==> src/rtl/keypad_scanner.sv <==
// keypad_scanner: scans a 4x4 active-low hex keypad one row at a time,
// debounces presses and releases on a slow scan tick, and shifts each
// accepted 4-bit key code into a 16-bit value register.
module keypad_scanner #(
    parameter int unsigned SCAN_DIV       = 625,
    parameter int unsigned DEBOUNCE_TICKS = 40
) (
    input  logic        clk5,
    input  logic        reset,
    input  logic [3:0]  col,
    output logic [3:0]  row,
    output logic        key_valid,
    output logic [3:0]  key_code,
    output logic [15:0] value,
    output logic        busy
);

    localparam int unsigned DIV_W = $clog2(SCAN_DIV);
    localparam int unsigned DEB_W = (DEBOUNCE_TICKS > 1) ? $clog2(DEBOUNCE_TICKS) : 1;
    localparam logic [DIV_W-1:0] DIV_LAST = DIV_W'(SCAN_DIV - 1);
    localparam logic [DEB_W-1:0] DEB_LAST = DEB_W'(DEBOUNCE_TICKS - 1);

    localparam logic [1:0] SCAN     = 2'd0;
    localparam logic [1:0] DEBOUNCE = 2'd1;
    localparam logic [1:0] HELD     = 2'd2;
    localparam logic [1:0] RELEASE  = 2'd3;

    logic [3:0]       col_m;
    logic [3:0]       col_s;
    logic [DIV_W-1:0] div_cnt;
    logic             tick;
    logic [1:0]       row_idx;
    logic [1:0]       state;
    logic [1:0]       state_next;
    logic [DEB_W-1:0] deb_cnt;
    logic [3:0]       cand_code;
    logic             any_low;
    logic [1:0]       col_idx;
    logic [3:0]       code;

    assign tick = (div_cnt == DIV_LAST);
    assign row  = ~(4'b0001 << row_idx);

    // Two-flop synchroniser for the asynchronous column lines.
    always_ff @(posedge clk5) begin
        if (reset) begin
            col_m <= 4'b1111;
            col_s <= 4'b1111;
        end else begin
            col_m <= col;
            col_s <= col_m;
        end
    end

    // Free-running scan tick divider.
    always_ff @(posedge clk5) begin
        if (reset) begin
            div_cnt <= '0;
        end else if (tick) begin
            div_cnt <= '0;
        end else begin
            div_cnt <= div_cnt + DIV_W'(1);
        end
    end

    // Column priority decode: lowest low column wins.
    always_comb begin
        col_idx = 2'd0;
        for (int i = 3; i >= 0; i--) begin
            if (!col_s[i]) begin
                col_idx = 2'(i);
            end
        end
        any_low = (col_s != 4'b1111);
        code    = {row_idx, col_idx};
    end

    // FSM next state; transitions only happen on scan ticks.
    always_comb begin
        state_next = state;
        if (tick) begin
            case (state)
                SCAN: begin
                    if (any_low) state_next = DEBOUNCE;
                end
                DEBOUNCE: begin
                    // all-high decodes to column 0, so any_low must gate the compare
                    if (!(any_low && code == cand_code)) begin
                        state_next = SCAN;
                    end else if (deb_cnt == DEB_LAST) begin
                        state_next = HELD;
                    end
                end
                HELD: begin
                    if (!any_low) state_next = RELEASE;
                end
                RELEASE: begin
                    if (any_low) begin
                        state_next = HELD;
                    end else if (deb_cnt == DEB_LAST) begin
                        state_next = SCAN;
                    end
                end
                default: state_next = SCAN;
            endcase
        end
    end

    // FSM state, row scan, debounce counter and accepted-key datapath.
    always_ff @(posedge clk5) begin
        if (reset) begin
            state     <= SCAN;
            busy      <= 1'b0;
            row_idx   <= 2'd0;
            deb_cnt   <= '0;
            cand_code <= 4'h0;
            key_valid <= 1'b0;
            key_code  <= 4'h0;
            value     <= 16'h0000;
        end else begin
            state     <= state_next;
            busy      <= (state_next != SCAN);
            key_valid <= 1'b0;
            if (tick) begin
                case (state)
                    SCAN: begin
                        if (any_low) begin
                            cand_code <= code;
                            deb_cnt   <= '0;
                        end else begin
                            row_idx <= row_idx + 2'd1;
                        end
                    end
                    DEBOUNCE: begin
                        if (any_low && code == cand_code) begin
                            if (deb_cnt == DEB_LAST) begin
                                key_valid <= 1'b1;
                                key_code  <= cand_code;
                                value     <= {value[11:0], cand_code};
                            end else begin
                                deb_cnt <= deb_cnt + DEB_W'(1);
                            end
                        end
                    end
                    HELD: begin
                        if (!any_low) deb_cnt <= '0;
                    end
                    RELEASE: begin
                        if (!any_low && deb_cnt != DEB_LAST) begin
                            deb_cnt <= deb_cnt + DEB_W'(1);
                        end
                    end
                    default: ;
                endcase
            end
        end
    end

endmodule

==> config.mk <==
export PLATFORM = sky130hd
export DESIGN_NAME = keypad_scanner
export DESIGN_NICKNAME = d
export VERILOG_FILES = /design/src/rtl/keypad_scanner.sv
export SDC_FILE = /design/constraint.sdc
export NUM_CORES = 1
export LEC_CHECK = 0
export ABC_AREA = 0
export BUFFER_PORTS_ARGS = -buffer_cell sky130_fd_sc_hd__buf_2
export CAP_MARGIN = 20
export CELL_PAD_IN_SITES_DETAIL_PLACEMENT = 1
export CELL_PAD_IN_SITES_GLOBAL_PLACEMENT = 1
export CORE_MARGIN = 2
export CORE_UTILIZATION = 43
export DETAILED_ROUTE_END_ITERATION = 8
export GPL_ROUTABILITY_DRIVEN = 0
export PLACE_DENSITY = 0.78
export SLEW_MARGIN = 20
export SYNTH_ARGS = -nofsm -noshare
export SYNTH_HDL_FRONTEND = slang
export SYNTH_SLANG_ARGS = --single-unit
==> constraint.sdc <==
create_clock -name clk5 -period 3.1 [get_ports clk5]
set_clock_uncertainty 0.2 [all_clocks]
set_input_delay 0.31 -clock clk5 [delete_from_list [all_inputs] [get_ports clk5]]
set_output_delay 0.31 -clock clk5 [all_outputs]
set_load 0.1 [all_outputs]
==> results of run 1 <==
area by class of cell:
cell class / count / area (sq um) / share of cell area, %
Tap cell: 67 / 83.83 / 3.340
Inverter: 15 / 56.30 / 2.243
Timing Repair Buffer: 37 / 210.2 / 8.375
Clock inverter: 3 / 40.04 / 1.595
Sequential cell: 50 / 1001 / 39.88
Clock buffer: 5 / 68.82 / 2.742
Multi-Input combinational cell: 159 / 1050 / 41.82
logic make-up (layout without fill, tap and decap cells):
| logic type | count (synthesis) | count (layout) | share of synthesized area (%) |
|---|---|---|---|
| and+or+nand+nor | 96 | 96 | 23.47 |
| DFF | 50 | 50 | 45.79 |
| buffers and inverters | 27 | 60 | 6.583 |
| AOI/OAI and AO/OA | 26 | 26 | 7.098 |
| muxes | 18 | 18 | 8.243 |
| xor gates and xnor gates | 12 | 12 | 4.808 |
| adders and majority gates | 7 | 7 | 4.007 |
metrics by stage:
stage | hold WS [ns] | instance area (sq um) | utilization (%)
finish | 0.2131 | 2510 | 52.10
global route | 0.2261 | 2510 | 52.10
CTS | 0.2175 | 2510 | 52.10
detailed placement | 0.1976 | 2361 | 49.01
global placement | 0.1937 | 2361 | 49.01
floorplan | 0.1895 | 2186 | -
flip-flops by register name, indices dropped and copies added, names as in the netlist:
signal / flops
value: 13
row_idx: 2
col_m: 4
col_s: 4
div_cnt: 10
key_valid: 1
busy: 1
state: 2
deb_cnt: 6
cand_code: 4
key_code: 3
final timing paths:
check | start | end | slack [ns] | cells past startpoint
max | div_cnt[3] | deb_cnt[0] | 0.53 | 7
min | col_m[2] | col_s[2] | 0.21 | 1
max reg2reg | div_cnt[3] | deb_cnt[0] | 0.53 | 7
min reg2reg | col_m[2] | col_s[2] | 0.21 | 1
layer usage:
metal  up-vias  global-route usage, %  share of wire [%]
met5         -                      0                  0
met4         0                  5.263                1.3
met3         5                  3.968                3.3
met2        35                  28.31                 47
met1       784                  21.52                 48
li1        851                      -                  -
worst reg2reg max path, stage by stage (launching register included):
cell and delay, ns:
dfxtp_1 0.36, or4b_4 0.55, nor4_4 0.26, buf_4 0.19
and3_1 0.32, inv_2 0.05, or4_1 0.40, a21oi_1 0.17
report_power, final:
part           leakage, nW  internal [W]  switching (W)
sequential           0.405      0.000650     0.00000654
combinational        0.511     0.0000222      0.0000345
clock               0.0579      0.000238       0.000208
total                0.975      0.000910       0.000249
layout by cell type, fill, tap and decap left out, types with 2 or more instances in the layout:
cell type	n
and3_1	4
nand2b_1	3
nor2_1	39
a21oi_1	10
buf_4	2
nand4_1	4
a31oi_1	2
mux2i_1	18
inv_1	14
nand3_1	8
buf_2	31
or2_2	9
dlygate4sd3_1	4
o21ai_0	8
clkbuf_8	5
nand2_1	10
nor3_1	3
xnor2_1	10
ha_1	7
nor2b_1	2
dfxtp_1	50
or3_1	3
clkinv_2	2
o2bb2ai_1	2
xor2_1	2
==> impl_metrics.json, run 1 <==
{
  "tritoncts": "built",
  "yosysWarnings": 0,
  "netlist.area_leader.share_pct": 45.79,
  "setup_slack_ns": 0.5310,
  "n_antenna_cell": 0,
  "netlist_instances": 236,
  "final.fill_count": 593,
  "grt_max_degree": 40,
  "grt_first_pass_wirelength_mm": 7.320,
  "wl_per_cell_um": 12.60,
  "synth-async-reset-ratio_pct": 0,
  "viasPerCell": 4.985,
  "synth_ff_type": "dfxtp_1",
  "clkLatencyLatePin_ns": 0.30,
  "io_buffers": 31,
  "fmax_mhz": 389.3,
  "syn_area_sq_mm": 0.002186,
  "synth_top_area_cell": "dfxtp_1",
  "stdcell_count": 336,
  "cp_max_fo": 8,
  "drcViolationCount": 0,
  "crit_path_max_incr_delay_ns": 0.55,
  "dp_hpwl_mm": 3.033,
  "grt_use_total_pct": 16.85,
  "initial_core_util_pct": 45.38,
  "dieHeight_um": 75.30,
  "first_global_vias": 1590,
  "crit_path_start_kind": "flop",
  "fin_crit_sh_pct": 82.87,
  "drt_wl_total_mm": 4.235,
  "hold_violations": 0,
  "setup_viol": 0,
  "cts_setup_buffers": 0,
  "period_minus_slack_ns": 2.569,
  "die-area_sq_mm": 0.005669,
  "ys_top_cells_by_count": "50 x dfxtp_1, 39 x nor2_1, 18 x mux2i_1, 14 x inv_1",
  "overflow": 0,
  "cts.clk_slew.worst_paths_ns": 0.09,
  "layout-drive-gt1-share_pct": 20.82,
  "core_area_sq_mm": 0.004817,
  "synthDistinctLibCells": 40,
  "root_buffer": "clkbuf_8",
  "worstSetupEndpointType": "flop",
  "crit_arrival_ns": 2.59,
  "vdd_drop_max_v": 0.0002571,
  "criticalPathCategory": "reg2reg",
  "yosysSeqAreaShare_pct": 45.79,
  "relSlewSlack_pct": 53.56,
  "post-place-ws_ns": 0.5305,
  "via_count": 1675,
  "yosysMostFrequentCell": "dfxtp_1",
  "cp_num_buf_inv": 2,
  "power_leakage_nw": 0.9746,
  "hold_buffers": 4,
  "cts_buffer_depth": 2,
  "synth.top_cells.by_area": "dfxtp_1 46%, mux2i_1 8.2%, nor2_1 6.7%",
  "worst_pin_slew_ns": 0.6934,
  "ys_ff_latch": 50,
  "first_pass_iters": 4,
  "power_w": 0.001159,
  "path_delay_family": "simple AND/OR/NAND/NOR gates",
  "holdCritPathClass": "reg2reg",
  "cts_resized": 0,
  "drv_slew": 0,
  "crit_chain": "or4b_4, nor4_4, buf_4, and3_1, inv_2, or4_1, a21oi_1",
  "htreeDepth": 2,
  "antenna_found_initial": 0,
  "final_antenna_net_count": 0,
  "setup_tns_ns": 0,
  "area_delta_synth_final_pct": 14.83,
  "cp_data_required_time_ns": 3.13,
  "maxCapViolations": 0,
  "clock_sinks": 50,
  "rsz0062_at_grt": "no",
  "die_x_um": 75.30,
  "syn_avg_cell_area_sq_um": 9.262,
  "drt-initial-drc-count": 31,
  "fin_nets": 281,
  "cp_slowest_cell": "or4b_4",
  "status": "finished, final reports clean",
  "rows": 25,
  "dp.cells": 324,
  "ioPinCount": 32,
  "cts_buffers": 5,
  "syn-num-nets": 249,
  "powerDensity_mw_per_mm2": 461.8,
  "synth_edf_count": 0
}
No activity file was read; power rests on OpenSTA's default activity.
==> run 2, diff against run 1 <==
--- a/config.mk
+++ b/config.mk
@@ -11,10 +11,10 @@
 export CELL_PAD_IN_SITES_DETAIL_PLACEMENT = 1
 export CELL_PAD_IN_SITES_GLOBAL_PLACEMENT = 1
 export CORE_MARGIN = 2
-export CORE_UTILIZATION = 43
+export CORE_UTILIZATION = 38
 export DETAILED_ROUTE_END_ITERATION = 8
 export GPL_ROUTABILITY_DRIVEN = 0
-export PLACE_DENSITY = 0.78
+export PLACE_DENSITY = 0.73
 export SLEW_MARGIN = 20
 export SYNTH_ARGS = -nofsm -noshare
 export SYNTH_HDL_FRONTEND = slang
==> constraint.sdc (replaced) <==
create_clock -name clk5 -period 2.3 [get_ports clk5]
set_clock_uncertainty 0.2 [all_clocks]
set_input_delay 0.23 -clock clk5 [delete_from_list [all_inputs] [get_ports clk5]]
set_output_delay 0.23 -clock clk5 [all_outputs]
set_load 0.1 [all_outputs]
==> run 2 against run 1 <==
The run now ends with negative setup slack left. Flip-flop and latch count stayed put. Critical path type unchanged. Non-clock buffer count increased by 16. Global-route usage down 0.76 points. Largest power group unchanged. Register-to-register slack worse by 0.68 ns.
==> impl_metrics.json, run 2 (synthesis results as in run 1) <==
{
  "core_area_sq_mm": 0.005540,
  "rsz0062_at_grt": "yes",
  "final_common_cell": "dfxtp_1",
  "clock_sinks": 50,
  "violations": "negative setup slack",
  "setup_viol": 20,
  "final_cell_mix": "49 x dfxtp_1, 39 x nor2_1, 31 x buf_2",
  "cp_slowest_cell": "or4b_4",
  "first_global_vias": 1745,
  "dp.cells": 340,
  "cts_buffers": 5,
  "holdCritPathClass": "reg2reg",
  "cp_num_buf_inv": 2,
  "crit_path_max_incr_delay_ns": 0.54,
  "die_x_um": 79.85,
  "place_area_sq_mm": 0.002464,
  "whs_ns": 0.2183,
  "clockPowerShare_pct": 40.6,
  "top_regs": "value x13, div_cnt x10, deb_cnt x6",
  "first_pass_iters": 4,
  "fmax_mhz": 408.7,
  "layout-drive-gt1-share_pct": 27.72,
  "hold_violations": 0,
  "p_int_w": 0.001271,
  "path_delay_family": "simple AND/OR/NAND/NOR gates",
  "drv_slew": 0,
  "criticalPathCategory": "reg2reg",
  "die-area_sq_mm": 0.006375,
  "regMostFlops": "value",
  "vdd_drop_max_v": 0.0003486,
  "fin_nets": 297,
  "crit_arrival_ns": 2.42,
  "viasPerCell": 4.885,
  "cp_max_fo": 8,
  "drcViolationCount": 0,
  "via_count": 1744,
  "largest_reg_flops": 13,
  "switchingPower_w": 0.0003669,
  "crit_path_start_kind": "flop",
  "io_buffers": 31,
  "maxCapViolations": 0,
  "setup_slack_ns": -0.1465,
  "dp_hpwl_mm": 3.108,
  "final.fill_count": 646,
  "drt_wl_total_mm": 4.881,
  "drt-initial-drc-count": 66,
  "swShare_pct": 22.40,
  "tritoncts": "built",
  "seqPwrFrac_pct": 54.0,
  "worstSetupEndpointType": "flop",
  "overflow": 0,
  "multi_input_area_sq_mm": 0.001074,
  "clkLatencyLatePin_ns": 0.31,
  "powerDensity_mw_per_mm2": 601.0,
  "worst_pin_slew_ns": 0.6749,
  "wl_per_cell_um": 13.67,
  "root_buffer": "clkbuf_8",
  "power_leakage_nw": 1.080,
  "grt_use_total_pct": 16.09,
  "dieHeight_um": 79.85,
  "grt_first_pass_wirelength_mm": 8.024,
  "htreeDepth": 2,
  "ioPinCount": 32,
  "fin_crit_sh_pct": 106.4,
  "period_minus_slack_ns": 2.447,
  "antenna_found_initial": 0,
  "cts.clk_slew.worst_paths_ns": 0.10,
  "initial_core_util_pct": 39.45,
  "cp_data_required_time_ns": 2.28,
  "comb_power_share_pct": 5.4,
  "register_area_sq_mm": 0.001002,
  "design_area_sq_mm": 0.002725,
  "final_antenna_net_count": 0,
  "rows": 27,
  "grt_max_degree": 40,
  "status": "finished, violations left",
  "area_delta_synth_final_pct": 24.67,
  "stdcell_count": 357,
  "crit_chain": "or4b_4, nor4_4, nand4_2, nor4b_4, buf_6, clkbuf_16, mux2i_1, nor2_1",
  "n_antenna_cell": 0,
  "relSlewSlack_pct": 55.00,
  "cts_buffer_depth": 2
}
## run 2: path summary, 6_finish.rpt
check                                 from  endpoint  slack [ns]  depth (start not counted)
worst max register to register  div_cnt[3]  value[7]       -0.15                          8
worst max-delay path            div_cnt[3]  value[7]       -0.15                          8
worst min register to register    col_m[2]  col_s[2]        0.22                          1
worst min-delay path              col_m[2]  col_s[2]        0.22                          1
## run 2: through the flow
stage               setup TNS [ns]  setup slack [ns]  util (%)  power [W]
global placement                 0          0.002120     44.47  0.0009826
detailed placement         -0.7933          -0.06340     44.47  0.0009849
floorplan                  -0.9776           -0.1087         -  0.0009550
global route                -3.950           -0.2397     49.19   0.001701
finish                      -2.052           -0.1465     49.19   0.001638
CTS                         -1.533           -0.1114     47.61   0.001657
## run 2: final cells by class
cell class	instances	share of cell area, %
clock inverter	2	1.423
sequential	50	36.78
timing repair buffer	53	14.00
inverter	15	2.066
clock buffer	6	3.030
multi-input combinational	159	39.39
tap	72	3.306
## run 2: layer usage
metal	vias to the layer above	part of all wire (%)	track usage, %
met5	-	0	0
met4	0	1.7	6.102
met3	7	2.9	3.733
met2	26	48	27.23
met1	827	47	19.83
li1	884	-	-
## run 2: repair_timing
action                                  4_1_cts  5_1_grt
hold buffers                                  4        0
endpoints found under the setup margin       21       27
buffers inserted                              1        2
gates cloned                                  0        2
pin swaps                                     3        1
resized for setup                             2        7
endpoints found under the hold margin         4        0
## run 2: power by group through the flow
stage	clock network (W)	logic [W]	registers (W)
after CTS	0.000686	0.0000866	0.000885
final	0.000665	0.0000885	0.000885
after global routing	0.000717	0.0000973	0.000887
after global placement	0	0.0000790	0.000904
after detailed placement	0	0.0000805	0.000904
after floorplan	0	0.0000519	0.000903
